===== src/rtl/move_input_ctrl.sv =====
// Player move front end: syncs and debounces the switches and button, then validates each press into one move or one reject.
// Latency: the press pulse comes DEBOUNCE_CYCLES+1 cycles after the synced button goes low; move_valid/move_reject follow 2 cycles later.
// No backpressure: one press gives exactly one response pulse; presses seen outside IDLE are dropped.
module move_input_ctrl #(
    parameter int DEBOUNCE_CYCLES = 1,
    parameter int MAX_MOVES       = 16
) (
    input  logic       clk,
    input  logic       reset,
    input  logic       Switch_0,
    input  logic       Switch_1,
    input  logic       Switch_2,
    input  logic       Switch_3,
    input  logic       BTN_EAST,
    input  logic       game_over,
    output logic       move_valid,
    output logic [1:0] move_col,
    output logic [1:0] move_row,
    output logic       move_player,
    output logic       move_reject,
    output logic [1:0] reject_code,
    output logic       cur_player,
    output logic [4:0] moves_made,
    output logic       board_full
);

    localparam int CW = (DEBOUNCE_CYCLES > 1) ? $clog2(DEBOUNCE_CYCLES) : 1;

    typedef enum logic [1:0] {IDLE, EVAL, RESP, WAIT_REL} state_t;

    state_t        state;
    logic [3:0]    sw_s1, sw_s2, sw_lat;
    logic          btn_s1, btn_s2;
    logic          btn_db, btn_db_d1, press;
    logic [CW-1:0] db_cnt;
    logic [2:0]    heights [4];

    logic [3:0]    sw_n;
    logic          one_hot;
    logic [1:0]    sel_col;

    // Two-flop synchronizers; idle level is 1 because every input is active-low
    always_ff @(posedge clk) begin
        if (reset) begin
            sw_s1  <= 4'hF;
            sw_s2  <= 4'hF;
            btn_s1 <= 1'b1;
            btn_s2 <= 1'b1;
        end else begin
            sw_s1  <= {Switch_3, Switch_2, Switch_1, Switch_0};
            sw_s2  <= sw_s1;
            btn_s1 <= BTN_EAST;
            btn_s2 <= btn_s1;
        end
    end

    // Debounce: btn_db follows btn_s2 only after DEBOUNCE_CYCLES agreeing samples in a row, then a registered falling-edge detect
    always_ff @(posedge clk) begin
        if (reset) begin
            btn_db    <= 1'b1;
            btn_db_d1 <= 1'b1;
            db_cnt    <= '0;
            press     <= 1'b0;
        end else begin
            if (btn_s2 != btn_db) begin
                if (db_cnt == CW'(DEBOUNCE_CYCLES - 1)) begin
                    btn_db <= btn_s2;
                    db_cnt <= '0;
                end else begin
                    db_cnt <= db_cnt + 1'b1;
                end
            end else begin
                db_cnt <= '0;
            end
            btn_db_d1 <= btn_db;
            press     <= btn_db_d1 & ~btn_db;
        end
    end

    // Decode the latched switch pattern: exactly one low switch selects the column
    always_comb begin
        sw_n    = ~sw_lat;
        one_hot = (sw_n != 4'b0000) && ((sw_n & (sw_n - 4'd1)) == 4'b0000);
        sel_col = 2'd0;
        case (sw_n)
            4'b0010: sel_col = 2'd1;
            4'b0100: sel_col = 2'd2;
            4'b1000: sel_col = 2'd3;
            default: sel_col = 2'd0;
        endcase
    end

    // Move FSM: decide in EVAL (outputs registered into RESP), commit board state at the end of RESP
    always_ff @(posedge clk) begin
        if (reset) begin
            state       <= IDLE;
            sw_lat      <= 4'hF;
            move_valid  <= 1'b0;
            move_col    <= 2'd0;
            move_row    <= 2'd0;
            move_player <= 1'b0;
            move_reject <= 1'b0;
            reject_code <= 2'd0;
            cur_player  <= 1'b0;
            moves_made  <= 5'd0;
            board_full  <= 1'b0;
            for (int i = 0; i < 4; i++) heights[i] <= 3'd0;
        end else begin
            move_valid  <= 1'b0;
            move_reject <= 1'b0;
            case (state)
                IDLE: begin
                    if (press) begin
                        sw_lat <= sw_s2;
                        state  <= EVAL;
                    end
                end
                EVAL: begin
                    state <= RESP;
                    if (game_over || board_full) begin
                        move_reject <= 1'b1;
                        reject_code <= 2'b11;
                    end else if (!one_hot) begin
                        move_reject <= 1'b1;
                        reject_code <= 2'b01;
                    end else if (heights[sel_col] == 3'd4) begin
                        move_reject <= 1'b1;
                        reject_code <= 2'b10;
                    end else begin
                        move_valid  <= 1'b1;
                        move_col    <= sel_col;
                        move_row    <= heights[sel_col][1:0];
                        move_player <= cur_player;
                        reject_code <= 2'b00;
                    end
                end
                RESP: begin
                    state <= WAIT_REL;
                    if (move_valid) begin
                        heights[move_col] <= heights[move_col] + 3'd1;
                        cur_player        <= ~cur_player;
                        if (moves_made != 5'(MAX_MOVES)) begin
                            moves_made <= moves_made + 5'd1;
                            board_full <= ((moves_made + 5'd1) == 5'(MAX_MOVES));
                        end
                    end
                end
                WAIT_REL: begin
                    if (btn_db) state <= IDLE;
                end
                default: state <= IDLE;
            endcase
        end
    end

endmodule


===== config.mk =====
export PLATFORM = sky130hd
export DESIGN_NAME = move_input_ctrl
export DESIGN_NICKNAME = d
export VERILOG_FILES = /design/src/rtl/move_input_ctrl.sv
export SDC_FILE = /design/constraint.sdc
export NUM_CORES = 1
export LEC_CHECK = 0
export ABC_CLOCK_PERIOD_IN_PS = 3000
export BUFFER_PORTS_ARGS = -buffer_cell sky130_fd_sc_hd__buf_4
export CAP_MARGIN = 10
export CORE_MARGIN = 10
export CORE_UTILIZATION = 62
export CTS_BUF_LIST = sky130_fd_sc_hd__clkbuf_16
export DETAILED_ROUTE_END_ITERATION = 8
export PLACE_DENSITY = 0.94
export SETUP_SLACK_MARGIN = 0.05
export SYNTH_ARGS = -nofsm -noshare
export SYNTH_HDL_FRONTEND = slang
export SYNTH_SLANG_ARGS = --single-unit

===== constraint.sdc =====
create_clock -name clk -period 3 [get_ports clk]
set_input_delay 0.45 -clock clk [delete_from_list [all_inputs] [get_ports clk]]
set_output_delay 0.45 -clock clk [all_outputs]
set_load 0.1 [all_outputs]

==> results of run 1 <==
-- through the flow --
step / utilization / instance area, um^2
floorplan: - / 2275
global placement: 0.7157 / 2464
detailed placement: 0.7157 / 2464
CTS: 0.7615 / 2621
global route: 0.7615 / 2621
finish: 0.7615 / 2621
-- kinds of logic after synthesis --
kind of cell,share of synthesized area
buffers and inverters,0.03795
multiplexers,0.05170
other,0.001649
AND/OR/NAND/NOR,0.2398
flip-flops,0.4929
AO/OA/AOI/OAI,0.1012
XOR/XNOR,0.03080
adder cells (fa/ha/maj),0.04401
-- registers in the layout, indices dropped and copies added, names as in the netlist, 4 cells and up, named ones only --
signal and cells:
sw_lat 4, moves_made 5, sw_s1 4, heights 12, sw_s2 4
-- power by group through the flow --
stage               clock (uW)  combinational, uW  sequential [uW]
finish                     591                234              742
global route               611                250              745
CTS                        589                233              741
detailed placement           0                226              757
global placement             0                219              755
floorplan                    0                108              821
-- how the worst max path moves through the flow --
stage / startpoint / endpoint / slack [ns] / depth (start not counted)
finish: sw_lat[3]$_SDFFE_PP1P_ / flop / 0.86 / 6
global route: sw_lat[3]$_SDFFE_PP1P_ / move_player$_SDFFE_PP0P_ / 0.73 / 6
CTS: sw_lat[3]$_SDFFE_PP1P_ / flop / 0.90 / 6
detailed placement: sw_lat[3]$_SDFFE_PP1P_ / move_player$_SDFFE_PP0P_ / 0.99 / 6
global placement: sw_lat[3]$_SDFFE_PP1P_ / move_player$_SDFFE_PP0P_ / 1.10 / 6
floorplan: move_valid$_SDFF_PP0_ / heights[0][0]$_SDFFCE_PN0P_ / 0.73 / 5
-- layout by cell type, fill, tap and decap left out, types with 6 or more instances in the layout --
| cell type | count |
|---|---|
| edfxtp_1 | 12 |
| ha_1 | 8 |
| nor2b_1 | 7 |
| or2_2 | 12 |
| buf_4 | 24 |
| nand3_1 | 10 |
| dfxtp_1 | 38 |
| inv_1 | 11 |
| nor2_1 | 31 |
| clkbuf_16 | 6 |
| nand2_1 | 19 |
| a21oi_1 | 9 |
-- area by class of cell --
type | instances | area share
Tap cell | 46 | 0.02196
Timing Repair Buffer | 24 | 0.06874
Clock inverter | 2 | 0.002864
Sequential cell | 50 | 0.4277
Multi-Input combinational cell | 158 | 0.4072
Inverter | 10 | 0.01432
Clock buffer | 6 | 0.05728
-- per-layer routing --
layer / GRT usage / routed length [um]
met1: 0.1829 / 2082
met2: 0.2691 / 2536
met3: 0.04232 / 305
met4: 0.08627 / 80
met5: 0 / 0
==> run_results.csv, run 1 <==
group,metric,value,unit
power_and_ir_drop,clockPowerShare,0.377,
grt,grt_usage,0.1612,
die,die_y,80.57,um
setup_path,cp_top_family,"compound AO/OA/AOI/OAI gates",
timing,finalSetupTns,0,ns
placement,io_buffers,23,
yosys,syn_avg_cell_area,10.06,um^2
yosys,synth_top_area_frac,0.3344,
yosys,syn_area,2275,um^2
setup_path,cp_data_arrival_time,2.31,ns
power_and_ir_drop,switchingPower,422.4,uW
die,ios,24,
yosys,syn_nets,242,
placement,place_inst,288,
placement,place_ws,0.9942,ns
yosys,synth_edf_count,12,
setup_path,crit_required,3.18,ns
routing,drt-pass1-iter-count,4,
die,dieArea,6492,um^2
timing,drv_slew,0,
grt,grt_overflow,0,
timing,rsz0062_at_grt,"no",
clock_network,post-cts-setup-buffer-count,0,
routing,ant_nets,0,
layout,layout.filler_cells,203,
timing,finalSetupViolCount,0,
power_and_ir_drop,intPower,1144,uW
yosys,ys_seq_elements,50,
die,rows,21,
yosys,synth_cells,226,
layout,layout-drive-gt1-share,0.2200,
flow_run,cap_viol_max_count,0,
power_and_ir_drop,combPwrFrac,0.149,
power_and_ir_drop,leakage,0.001078,uW
yosys,async_flop_share,0,
timing,layout_setup_ws,0.8608,ns
layout,regArea,1121,um^2
power_and_ir_drop,power_density,597.6,nW/um^2
die,fp.coreArea,3442,um^2
yosys,synthFlopType,"dfxtp_1",
timing,clock_skew,0.004373,ns
yosys,ys_seq_area_frac,0.4928,
routing,vias,1738,
power_and_ir_drop,swShare,0.2697,
layout,diodes,0,
clock_network,post_cts_resized,0,
die,start_util,0.6609,
setup_path,path_max_fanout,12,
routing,vias_per_cell,5.872,
hold_path,hold_path.class,"in2reg",
setup_path,critical_path_class,"reg2reg",
clock_network,cts_hold_buf,0,
clock_network,clk_latency,0.29,ns
routing,wl_per_cell,16.91,um
clock_network,cts.htree.levels,2,
timing,min_period,2.139,ns
clock_network,cts_made_buffers,5,
routing,dr.first_iter.drc_count,267,
layout,multi_input_area,1067,um^2
routing,totalWireLength,5004,um
setup_path,cp.buffers_inverters,0,
placement,dpl.hpwl,3380,um
yosys,synth_area_leaders,"dfxtp_1, edfxtp_1, nor2_1",
setup_path,cp_slowest_cell,"o31ai_4",
routing,drc,0,
clock_network,cts_max_path_buffers,2,
grt,antenna_found_initial,0,
setup_path,reg2regPathDepth,6,
yosys,ys_warn_count,0,
setup_path,r2r_start,"sw_lat[3]$_SDFFE_PP1P_",
hold_path,hold_start,"Switch_0",
setup_path,endpoint_kind,"flop",
yosys,synth_common_cells,"dfxtp_1, nor2_1, nand2_1",
hold_path,whs_path_depth,2,
timing,clock.fmax,0.4675,GHz
setup_path,r2r_slack,0.86,ns
clock_network,path_clk_slew,0.06,ns
setup_path,worst_setup_path_start_kind,"flop",
placement,gp_congestion,0.9011,
clock_network,cts_tree,"built",
grt,grt_max_degree,30,
layout,final_cell_count_no_fill,296,
setup_path,slowest_delay,0.46,ns
clock_network,clock_sinks,50,
setup_path,path_cells,"a21oi_1 > nor2_1 > o221a_4 > o31ai_4 > nor3_2 > a31o_1",
clock_network,root_buffer,"clkbuf_16",
layout,syn2layout_area_growth,15.24,%
timing,period_share,0.7131,
power_and_ir_drop,peakVddDrop,0.6238,mV
power_and_ir_drop,total_power,1566,uW
outcome,status,"finished, final reports clean",
timing,holdWs,0.3397,ns
yosys,synth_cell_types,44,
layout,fin_nets,265,
grt,grt_pass1_wl,8259,um
die,die_w,80.57,um
grt,grt_pass1_vias,1810,
power_and_ir_drop,pwr-share-seq,0.474,
yosys,synth_most_common_cell,"dfxtp_1",
hold_path,hold_end,"sw_s1[0]$_SDFF_PP1_",
yosys,synth_top_area_cell,"dfxtp_1",
timing,hold_viol,0,
(Power assumes the default switching activity.)
==> run 2: changes to the inputs <==
- ABC_AREA: unset -> 1
- ABC_CLOCK_PERIOD_IN_PS: 3000 -> 1900
- CORE_UTILIZATION: 62 -> 52
- PLACE_DENSITY: 0.94 -> 0.86
- clock period: 3 -> 1.9 ns (I/O delays scaled with it)
==> run 2 against run 1 <==
Effect of this change: worst hold slack lost 0.16 ns; combinational power grew 94%; worst setup slack lost 0.67 ns; final area shrank 1.5%.
==> run_results.csv, run 2 <==
group,metric,value,unit
outcome,status,"finished, final reports clean",
yosys,ys_seq_elements,50,
layout,regMostFlops,"heights",
layout,largest_reg_flops,12,
grt,grt_overflow,0,
setup_path,critical_path_class,"reg2reg",
grt,antenna_found_initial,0,
yosys,ys_warn_count,0,
clock_network,root_buffer,"clkbuf_16",
clock_network,clk_latency,0.29,ns
timing,holdWs,0.1798,ns
yosys,syn_area,2176,um^2
placement,io_buffers,23,
yosys,synth_cell_types,26,
power_and_ir_drop,switchingPower,730.2,uW
placement,place_inst,336,
die,die_w,84.69,um
yosys,syn_avg_cell_area,8.211,um^2
clock_network,cts_max_path_buffers,2,
yosys,synthFlopType,"dfxtp_1",
hold_path,hold_path.class,"in2reg",
yosys,synth_edf_count,12,
clock_network,path_clk_slew,0.06,ns
timing,drv_slew,0,
routing,wl_per_cell,13.14,um
yosys,async_flop_share,0,
timing,period_share,0.8999,
clock_network,cts_made_buffers,5,
timing,layout_setup_ws,0.1901,ns
layout,final_common_cell,"nand2_1",
routing,drt-pass1-iter-count,4,
power_and_ir_drop,power_density,990.3,nW/um^2
yosys,synth_cells,265,
yosys,ys_seq_area_frac,0.5152,
placement,gp_congestion,0.8931,
flow_run,cap_viol_max_count,0,
routing,totalWireLength,4521,um
clock_network,cts_hold_buf,0,
die,rows,23,
timing,clock.fmax,0.5848,GHz
yosys,synth_area_leaders,"dfxtp_1, edfxtp_1, nand2_1",
power_and_ir_drop,peakVddDrop,0.6727,mV
grt,grt_max_degree,22,
clock_network,cts.htree.levels,2,
layout,fin_util,0.6410,
layout,layout.filler_cells,345,
grt,grt_usage,0.1264,
timing,clock_skew,0.005531,ns
layout,syn2layout_area_growth,18.69,%
power_and_ir_drop,swShare,0.2855,
layout,layout-drive-gt1-share,0.1803,
setup_path,worst_setup_path_start_kind,"flop",
die,dieArea,7172,um^2
timing,min_period,1.710,ns
routing,vias,1759,
die,ios,24,
power_and_ir_drop,leakage,0.001196,uW
layout,fin_nets,309,
timing,finalSetupViolCount,0,
setup_path,cp_data_arrival_time,1.75,ns
layout,top_regs,"heights x12, moves_made x5",
routing,vias_per_cell,5.113,
placement,dpl.hpwl,3417,um
die,start_util,0.5401,
power_and_ir_drop,intPower,1827,uW
power_and_ir_drop,combPwrFrac,0.177,
timing,finalSetupTns,0,ns
grt,grt_pass1_wl,7631,um
yosys,synth_common_cells,"nand2_1, nor2_1, dfxtp_1",
layout,mostFrequentLayoutCells,"nand2_1, nor2_1, inv_1, dfxtp_1, buf_4",
yosys,synth_top_area_cell,"dfxtp_1",
setup_path,endpoint_kind,"flop",
power_and_ir_drop,clockPowerShare,0.359,
routing,dr.first_iter.drc_count,137,
setup_path,path_max_fanout,9,
die,die_y,84.69,um
setup_path,crit_required,1.94,ns
clock_network,cts_tree,"built",
clock_network,clock_sinks,50,
routing,ant_nets,0,
yosys,synth_top_area_frac,0.3496,
timing,hold_viol,0,
routing,drc,0,
layout,diodes,0,
timing,rsz0062_at_grt,"no",
die,fp.coreArea,4029,um^2
yosys,syn_nets,281,
layout,final_cell_count_no_fill,344,
grt,grt_pass1_vias,1777,
power_and_ir_drop,pwr-share-seq,0.464,
yosys,synth_most_common_cell,"nand2_1",
placement,place_ws,0.1517,ns
[run 2: changes by cell type after synthesis, sizes merged, moves of 7 or more]
cell | before | now
nand2 | 19 | 54
inv | 9 | 33
nand3 | 10 | 20
nor2 | 31 | 41
o21ai | 6 | 15
nor2b | 7 | 0
[run 2: final timing paths]
path,from,end,slack [ns],depth (start not counted)
setup / recovery,flop,heights[1][2]$_SDFFCE_PN0P_,0.19,10
hold / removal,Switch_3,sw_s1[3]$_SDFF_PP1_,0.18,2
setup reg to reg,flop,heights[1][2]$_SDFFCE_PN0P_,0.19,10
hold reg to reg,sw_s1[0]$_SDFF_PP1_,sw_s2[0]$_SDFF_PP1_,0.41,1
[run 2: area by class of cell]
| type | instances | area, um^2 | area share |
|---|---|---|---|
| clock buffers | 6 | 150.1 | 0.05814 |
| clock inverters | 2 | 7.507 | 0.002907 |
| inverters | 33 | 123.9 | 0.04797 |
| multi-input cells | 177 | 918.4 | 0.3556 |
| flip-flops and latches | 50 | 1125 | 0.4356 |
| well taps | 50 | 62.56 | 0.02422 |
| repair buffers | 26 | 195.2 | 0.07558 |
[run 2: repair_timing]
item                                    in CTS  in global routing
gates resized for setup                      0                  3
endpoints found under the setup margin       0                  9
buffers inserted                             0                  0
endpoints found under the hold margin        0                  0
[run 2: per-stage QoR]
step | area [um^2] | power [uW]
floorplan | 2180 | 1546
global placement | 2415 | 1642
detailed placement | 2415 | 1660
CTS | 2572 | 2568
global route | 2582 | 2652
finish | 2582 | 2557
[run 2: kinds of logic (layout without fill, tap and decap cells)]
| group | Yosys count | in the layout | synth area share |
|---|---|---|---|
| AOI/OAI and AO/OA | 33 | 33 | 0.08280 |
| xor gates and xnor gates | 3 | 3 | 0.01208 |
| adders and majority gates | 8 | 8 | 0.04601 |
| buffers and inverters | 38 | 67 | 0.06728 |
| DFF | 50 | 50 | 0.5152 |
| other | 1 | 1 | 0.001723 |
| and+or+nand+nor | 132 | 132 | 0.2749 |
[run 2: metal layers]
layer	vias to the layer above	part of all wire	GRT usage
met2	32	0.51	0.2244
li1	903	-	-
met5	-	0	0
met1	814	0.44	0.1414
met4	0	0.018	0.04940
met3	10	0.033	0.02995
[run 2: critical path, stage by stage (launching register included)]
cell     delay [ns]
dfxtp_1        0.46
inv_1          0.12
o21ai_0        0.20
o22ai_1        0.12
ha_1           0.19
inv_1          0.07
nand2_1        0.06
nand2_1        0.06
nor2_1         0.05
inv_1          0.09
nor2_1         0.05
[run 2: power groups by stage]
stage	registers, uW	clock network (uW)	logic, uW
floorplan	1370	0	176
CTS	1190	928	453
detailed placement	1210	0	451
global route	1190	975	485
global placement	1210	0	436
finish	1190	918	453
==> run 3: changes to the inputs <==
- ABC_AREA: 1 -> unset
==> run 3 against run 2 <==
Effect of this change: clock skew about the same; highest routed layer unchanged; wire length increased by 10%; critical path type unchanged; clock power decreased by 8.4%; maximum frequency down 5.8%; global-route usage increased by 0.62 points; utilization is 2.4 points higher.
==> run_results.csv, run 3 (same netlist as run 1, synthesis figures left out) <==
group,metric,value,unit
power_and_ir_drop,swShare,0.2738,
timing,min_period,1.816,ns
clock_network,clock_sinks,50,
power_and_ir_drop,clockPowerShare,0.353,
routing,vias,1734,
layout,regMostFlops,"heights",
setup_path,worst_setup_path_start_kind,"flop",
layout,final_cell_count_no_fill,312,
grt,grt_max_degree,30,
layout,mostFrequentLayoutCells,"buf_4, nor2_1, dfxtp_1, nand2_1",
timing,hold_viol,0,
power_and_ir_drop,power_density,871.2,nW/um^2
routing,vias_per_cell,5.558,
clock_network,cts_hold_buf,0,
routing,ant_nets,0,
placement,dpl.hpwl,3383,um
hold_path,hold_start,"BTN_EAST",
hold_path,whs_path_depth,2,
routing,totalWireLength,4985,um
setup_path,crit_required,2.07,ns
clock_network,root_buffer,"clkbuf_16",
power_and_ir_drop,switchingPower,652.4,uW
setup_path,reg2regPathDepth,7,
die,die_w,86.14,um
layout,top_regs,"heights x12, moves_made x5",
routing,wl_per_cell,15.98,um
clock_network,cts_made_buffers,5,
layout,diodes,0,
setup_path,r2r_start,"sw_lat[3]$_SDFFE_PP1P_",
routing,drt-pass1-iter-count,4,
timing,relSlewSlack,0.6557,
routing,drc,0,
grt,grt_overflow,0,
setup_path,reg2reg_to,"move_col[1]$_SDFFE_PP0P_",
timing,finalSetupTns,0,ns
grt,antenna_found_initial,0,
power_and_ir_drop,intPower,1730,uW
power_and_ir_drop,peakVddDrop,0.7685,mV
layout,syn2layout_area_growth,20.24,%
die,rows,23,
setup_path,r2r_slack,0.08,ns
hold_path,hold_end,"btn_s1$_SDFF_PP1_",
clock_network,clk_latency,0.29,ns
timing,drv_slew,0,
setup_path,critical_path_class,"reg2reg",
timing,rsz0062_at_grt,"no",
clock_network,cts_max_path_buffers,2,
grt,grt_pass1_wl,7997,um
clock_network,path_clk_slew,0.06,ns
clock_network,cts_tree,"built",
clock_network,cts.htree.levels,2,
timing,clock.fmax,0.5507,GHz
layout,layout.filler_cells,289,
layout,fin_nets,277,
grt,grt_usage,0.1326,
layout,layout-drive-gt1-share,0.3130,
outcome,status,"finished, final reports clean",
routing,dr.first_iter.drc_count,201,
setup_path,endpoint_kind,"flop",
placement,gp_congestion,0.8617,
setup_path,path_max_fanout,12,
placement,io_buffers,23,
die,fp.coreArea,4115,um^2
power_and_ir_drop,pwr-share-seq,0.489,
timing,tightest_slew,0.5111,ns
hold_path,hold_path.class,"in2reg",
power_and_ir_drop,combPwrFrac,0.158,
timing,holdWs,0.1808,ns
timing,period_share,0.9557,
setup_path,cp_data_arrival_time,1.99,ns
timing,finalSetupViolCount,0,
die,dieArea,7420,um^2
layout,largest_reg_flops,12,
die,die_y,86.14,um
die,start_util,0.5528,
layout,final_common_cell,"buf_4",
die,ios,24,
grt,grt_pass1_vias,1739,
power_and_ir_drop,leakage,0.001131,uW
placement,place_inst,301,
flow_run,cap_viol_max_count,0,
timing,clock_skew,0.005956,ns
run 3: cell types whose count changed in the layout (fill, tap and decap cells not counted), moves of 5 or more:
cell,before,now
nand2_1,52,19
nor2b_1,0,7
dfxtp_1,35,27
nor2_1,38,31
inv_1,35,10
nand3_1,18,9
o21ai_0,15,5
mux2i_1,0,5
dfxtp_2,3,8
buf_4,26,36
run 3: critical path, stage by stage (launching register included):
cell,delay (ns)
dfxtp_4,0.42
and2_2,0.21
and3_1,0.21
o211a_2,0.24
o31ai_4,0.07
buf_4,0.17
buf_4,0.15
a31o_1,0.22
run 3: area by class of cell:
type / count / area (um^2) / area share
Sequential cell: 50 / 1142 / 0.4177
Multi-Input combinational cell: 158 / 1085 / 0.3966
Inverter: 10 / 37.54 / 0.01372
Tap cell: 50 / 62.56 / 0.02287
Timing Repair Buffer: 36 / 270.3 / 0.09881
Clock inverter: 3 / 12.51 / 0.004575
Clock buffer: 5 / 125.1 / 0.04575
run 3: repair_timing:
item                                    CTS  global route
resized for setup                         4             7
endpoints found under the setup margin    6            12
buffers inserted                          1             2
gates cloned                              0             0
pin swaps                                 1             3
run 3: how the worst max path moves through the flow:
stage | from | cells after the start | endpoint | slack (ns)
after detailed placement | sw_lat[3]$_SDFFE_PP1P_ | 6 | move_col[0]$_SDFFE_PP0P_ | -0.02
after global routing | sw_lat[1]$_SDFFE_PP1P_ | 8 | move_col[1]$_SDFFE_PP0P_ | 0.005
final | sw_lat[3]$_SDFFE_PP1P_ | 7 | move_col[1]$_SDFFE_PP0P_ | 0.08
after floorplan | move_col[0]$_SDFFE_PP0P_ | 2 | heights[1][0]$_SDFFCE_PN0P_ | 0.10
after CTS | sw_lat[2]$_SDFFE_PP1P_ | 6 | flop | 0.06
after global placement | sw_lat[3]$_SDFFE_PP1P_ | 6 | flop | 0.05
run 3: power by group through the flow:
stage                     sequential [uW]  combinational, uW  clock (uW)
after global routing                 1170                404         885
after global placement               1190                356           0
after detailed placement             1190                361           0
final                                1170                376         841
after floorplan                      1300                170           0
after CTS                            1170                372         846
run 3: per-stage QoR:
| step | util | total power, uW | instance area (um^2) | worst slack, ns |
|---|---|---|---|---|
| after floorplan | - | 1466 | 2285 | 0.1004 |
| after global placement | 0.6187 | 1545 | 2546 | 0.05104 |
| after detailed placement | 0.6187 | 1552 | 2546 | -0.01868 |
| after CTS | 0.6561 | 2384 | 2700 | 0.06222 |
| after global routing | 0.6646 | 2461 | 2735 | 0.005123 |
| final | 0.6646 | 2383 | 2735 | 0.08415 |
run 3: metal layers:
metal	vias to the layer above	part of all wire	GRT usage
li1	850	-	-
met1	805	0.41	0.1526
met2	65	0.50	0.2218
met3	14	0.063	0.03500
met4	0	0.029	0.06437
met5	-	0	0
